File: src/rtl/rotary_input_conditioner.sv
`default_nettype none
// ============================================================================
// Module   : rotary_input_conditioner
// Brief    : Synchronises and debounces rotary encoder A/B and push-button
//            pins; emits press / release / long-press pulses.
//            Optional macro ROTARY_AB_LOCKOUT_EN keeps A and B from flipping
//            on the same edge.
// Revision : 1.0
// ============================================================================
module rotary_input_conditioner #(
    parameter int DEBOUNCE_CYCLES   = 50000,
    parameter int CNT_W             = 16,
    parameter int LONG_PRESS_CYCLES = 50000000,
    parameter int LP_W              = 26
) (
    input  logic clk,
    input  logic reset,
    input  logic rota_raw,
    input  logic rotb_raw,
    input  logic press_raw,
    output logic rota,
    output logic rotb,
    output logic press_level,
    output logic press_pulse,
    output logic release_pulse,
    output logic long_press_pulse
);

    localparam logic [CNT_W-1:0] c_db_term = CNT_W'(DEBOUNCE_CYCLES - 1);
    localparam logic [LP_W-1:0]  c_lp_term = LP_W'(LONG_PRESS_CYCLES - 1);

    typedef enum logic [1:0] {
        ST_IDLE    = 2'd0,
        ST_PRESSED = 2'd1,
        ST_HELD    = 2'd2
    } state_t;

    // Channel order: [0] = A, [1] = B, [2] = button
    logic [2:0]       w_raw;
    logic [2:0]       r_s1;
    logic [2:0]       r_s2;
    logic [2:0]       r_clean;
    logic [CNT_W-1:0] r_cnt [3];
    logic [2:0]       w_term;
    logic [2:0]       w_hold;

    state_t           r_state;
    logic [LP_W-1:0]  r_hold_cnt;

    assign w_raw = {press_raw, rotb_raw, rota_raw};

    always_comb begin
        w_term = '0;
        for (int i = 0; i < 3; i++) begin
            w_term[i] = (r_s2[i] != r_clean[i]) && (r_cnt[i] == c_db_term);
        end
    end

`ifdef ROTARY_AB_LOCKOUT_EN
    // B waits one edge at terminal count whenever A flips on the same edge
    assign w_hold = {1'b0, w_term[0] & w_term[1], 1'b0};
`else
    assign w_hold = 3'b000;
`endif

    always_ff @(posedge clk or posedge reset) begin
        if (reset) begin
            r_s1    <= '0;
            r_s2    <= '0;
            r_clean <= '0;
            for (int i = 0; i < 3; i++) begin
                r_cnt[i] <= '0;
            end
        end else begin
            r_s1 <= w_raw;
            r_s2 <= r_s1;
            for (int i = 0; i < 3; i++) begin
                if (r_s2[i] == r_clean[i]) begin
                    r_cnt[i] <= '0;
                end else if (w_term[i]) begin
                    if (!w_hold[i]) begin
                        r_clean[i] <= r_s2[i];
                        r_cnt[i]   <= '0;
                    end
                end else begin
                    r_cnt[i] <= r_cnt[i] + CNT_W'(1);
                end
            end
        end
    end

    // Button classifier; release is tested before terminal count so it wins
    always_ff @(posedge clk or posedge reset) begin
        if (reset) begin
            r_state          <= ST_IDLE;
            r_hold_cnt       <= '0;
            press_pulse      <= 1'b0;
            release_pulse    <= 1'b0;
            long_press_pulse <= 1'b0;
        end else begin
            press_pulse      <= 1'b0;
            release_pulse    <= 1'b0;
            long_press_pulse <= 1'b0;
            case (r_state)
                ST_IDLE: begin
                    if (r_clean[2]) begin
                        press_pulse <= 1'b1;
                        r_hold_cnt  <= '0;
                        r_state     <= ST_PRESSED;
                    end
                end
                ST_PRESSED: begin
                    if (!r_clean[2]) begin
                        release_pulse <= 1'b1;
                        r_state       <= ST_IDLE;
                    end else if (r_hold_cnt == c_lp_term) begin
                        long_press_pulse <= 1'b1;
                        r_state          <= ST_HELD;
                    end else begin
                        r_hold_cnt <= r_hold_cnt + LP_W'(1);
                    end
                end
                ST_HELD: begin
                    if (!r_clean[2]) begin
                        release_pulse <= 1'b1;
                        r_state       <= ST_IDLE;
                    end
                end
                default: begin
                    r_state <= ST_IDLE;
                end
            endcase
        end
    end

    assign rota        = r_clean[0];
    assign rotb        = r_clean[1];
    assign press_level = r_clean[2];

endmodule
`default_nettype wire

File: config.mk
export PLATFORM = sky130hd
export DESIGN_NAME = rotary_input_conditioner
export DESIGN_NICKNAME = d
export VERILOG_FILES = /design/src/rtl/rotary_input_conditioner.sv
export SDC_FILE = /design/constraint.sdc
export NUM_CORES = 1
export LEC_CHECK = 0
export BUFFER_PORTS_ARGS = -buffer_cell sky130_fd_sc_hd__buf_2
export CAP_MARGIN = 20
export CORE_ASPECT_RATIO = 0.5
export CORE_UTILIZATION = 60
export DETAILED_ROUTE_END_ITERATION = 12
export GPL_ROUTABILITY_DRIVEN = 0
export GPL_TIMING_DRIVEN = 0
export PLACE_DENSITY = 0.86
export SETUP_SLACK_MARGIN = 0.15
export SLEW_MARGIN = 20
export SYNTH_ARGS = -nofsm -noshare
export SYNTH_HDL_FRONTEND = slang
export SYNTH_SLANG_ARGS = --single-unit
File: constraint.sdc
create_clock -name clk -period 3.7 [get_ports clk]
set_input_delay 1.11 -clock clk [delete_from_list [all_inputs] [get_ports clk]]
set_output_delay 1.11 -clock clk [all_outputs]
set_load 0.02 [all_outputs]
==> flow_summary.json <==
{
  "synth_edf_count": 0,
  "p_comb_share_pct": 2.5,
  "grt_use_total_pct": 23.54,
  "switching_share_pct": 20.91,
  "dpl-instance-area_sq_um": 4370,
  "yosys-top-cells-count": "dfrtp_1 (88), nor2_1 (67), xnor2_1 (29)",
  "synth-xor-area-share_pct": 11.52,
  "antenna_left": 0,
  "synth_area_sq_um": 4183,
  "fin_crit_sh_pct": 68.97,
  "yosysTopAreaCell": "dfrtp_1",
  "avgRoutedWirePerCell_um": 14.03,
  "io_pins": 11,
  "postSynth.asyncResetShare_pct": 100.0,
  "drt-initial-drc-count": 108,
  "syn_inst": 416,
  "clock_latency_ns": 0.34,
  "firstDrtPassIters": 4,
  "tightestPinTransition_ns": 1.091,
  "syn_to_final_growth_pct": 10.74,
  "row_count": 21,
  "viasPerCell": 5.567,
  "antenna_cells_inserted": 0,
  "hold_ws_ns": 0.3488,
  "antenna_found_initial": 0,
  "rsz0062_at_grt": "false",
  "powerDensity_nw_per_um2": 395.2,
  "pwr-share-clk_pct": 43.9,
  "end_kind": "register",
  "dp_worst_setup_slack_ns": 1.183,
  "p_total_w": 0.001831,
  "p_leak_nw": 2.070,
  "crit_path_start_kind": "register",
  "synthTopCellsByArea": "dfrtp_1 (53%), xnor2_1 (6.1%), nor2_1 (6.0%), xor2_1 (5.4%), and3_1 (3.9%)",
  "synthMuxAreaShare_pct": 1.047,
  "fill_cells": 477,
  "die_w_um": 120.1,
  "power.internal_w": 0.001448,
  "cts_buffer_depth": 2,
  "grt_first_pass_wirelength_mm": 13.05,
  "yosys.area_share.adder_pct": 2.094,
  "post_cts_resized": 0,
  "cts_hold_buf": 0,
  "cts.clk_slew.worst_paths_ns": 0.06,
  "clkSinkCount": 88,
  "layout.nets": 450,
  "start_util_pct": 62.43,
  "clock-skew-final_ns": 0.002848,
  "synth_fp_nets": 428,
  "core_area_sq_um": 6700,
  "cts-htree-levels": 3,
  "synth_seq_area_share_pct": 52.65,
  "drive_gt1_share_pct": 9.297,
  "multi_input_area_sq_um": 1883,
  "fin_area_sq_um": 4632,
  "cts_tree": "yes",
  "drcViolationCount": 0,
  "final_core_util_pct": 69.13,
  "wl_mm": 7.478,
  "post_cts_buffers": 0,
  "worst-setup-path-type": "register to register",
  "yosysTopAreaCellShare_pct": 52.65,
  "setup_violations": 0,
  "drv_slew": 0,
  "drv_cap": 0,
  "cts_buffers": 9,
  "synth-main-ff-cell": "dfrtp_1",
  "maxSlewHeadroom_pct": 26.59,
  "hp-class": "register to register",
  "root_buffer": "clkbuf_16",
  "crit_required_ns": 3.91,
  "regArea_sq_um": 2202,
  "hpwl_mm": 4.944,
  "hold_viol_final": 0,
  "peakVddDrop_mv": 0.2068,
  "ys_types": 42,
  "crit_fanout": 9,
  "synth_simple_gate_area_share_pct": 25.28,
  "yosys_warnings": 0,
  "synth-compound-area-share_pct": 5.085,
  "syn_avg_cell_area_sq_um": 10.05,
  "status": "finished, final reports clean",
  "grt.overflow.total": 0,
  "ys_seq_elements": 88,
  "grt_pass1_vias": 2788,
  "synth.most_common_cell": "dfrtp_1",
  "p_switching_w": 0.0003828,
  "die_y_um": 61.04,
  "p_seq_share_pct": 53.6,
  "grt_max_degree": 46,
  "arrival_ns": 2.77,
  "fin_ws_ns": 1.148,
  "synth_top_family_by_area": "simple AND/OR/NAND/NOR gates",
  "num_vias": 2967,
  "min_period_ns": 2.552,
  "max_freq_mhz": 391.9,
  "dieArea_sq_um": 7330,
  "port_buffers": 10
}
[per-layer routing]
layer  global-route usage [%]  vias up  part of all wire, %
li1                         -     1482                    -
met5                        0        -                    0
met1                    30.74     1431                   47
met3                    8.426        7                  4.5
met4                    5.714        0                 0.87
met2                    38.59       47                   47
[placed cells by master (no fill, tap or decap), drive strengths merged, types with 2 or more instances in the layout]
master / count
a21oi: 6
and2: 4
and3: 26
and4: 2
buf: 15
clkbuf: 20
clkinv: 3
dfrtp: 88
ha: 7
inv: 9
mux2: 3
nand2: 29
nand2b: 3
nand3: 25
nand4: 15
nand4b: 2
nor2: 67
nor2b: 2
nor3: 14
nor4: 3
nor4b: 3
o211ai: 7
o21ai: 9
o31ai: 7
or3: 4
or4: 6
xnor2: 29
xor2: 26
[final timing paths]
check,from,end,slack [ns],cells after the start
setup / recovery,r_state[1]$_DFFE_PP0P_,r_hold_cnt[23]$_DFFE_PP0P_,1.15,9
hold / removal,r_s1[1]$_DFF_PP0_,r_s2[1]$_DFF_PP0_,0.35,0
setup reg to reg,r_state[1]$_DFFE_PP0P_,r_hold_cnt[23]$_DFFE_PP0P_,1.15,9
hold reg to reg,r_s1[1]$_DFF_PP0_,r_s2[1]$_DFF_PP0_,0.35,0
max in group asynchronous,reset,r_cnt[46]$_DFF_PP0_,2.26,3
min in group asynchronous,reset,r_state[0]$_DFFE_PP0P_,0.82,2
[registers in the layout, indices dropped and copies added (netlist names), 2 cells and up]
register    count
r_hold_cnt     26
r_s1            3
r_clean         3
r_cnt          48
r_s2            3
r_state         2
[critical path, cell delays in order, from the launching register on]
cell	delay, ns
dfrtp_1	0.41
inv_1	0.09
ha_1	0.14
buf_2	0.18
nand2_2	0.12
or4_4	0.53
or4_1	0.49
clkbuf_1	0.18
o211ai_1	0.20
o31ai_1	0.10
[logic make-up after synthesis]
logic type	Yosys count
buffers and inverters	23
multiplexers	4
XOR/XNOR	55
AND/OR/NAND/NOR	208
adder cells (fa/ha/maj)	7
AO/OA/AOI/OAI	31
flip-flops	88
[final cells by class]
type,instances,area share [%]
Buffer,14,1.378
Clock buffer,10,5.159
Clock inverter,4,0.4862
Inverter,9,0.7834
Multi-Input combinational cell,305,40.65
Sequential cell,88,47.54
Tap cell,92,2.485
Timing Repair Buffer,11,1.513
[power groups by stage]
stage | combinational, W | clock [W] | sequential [W]
after floorplan | 0.0000318 | 0 | 0.000997
after global placement | 0.0000425 | 0 | 0.000998
after detailed placement | 0.0000473 | 0 | 0.000999
after CTS | 0.0000480 | 0.000820 | 0.000982
after global routing | 0.0000540 | 0.000865 | 0.000983
final | 0.0000458 | 0.000803 | 0.000982
[per-stage QoR]
| step | setup TNS, ns | instances |
|---|---|---|
| global placement | -54.86 | 518 |
| finish | 0 | 533 |
| detailed placement | 0 | 519 |
| global route | 0 | 533 |
| floorplan | 0 | 416 |
| CTS | 0 | 533 |
No activity file was read; power rests on OpenSTA's default activity.
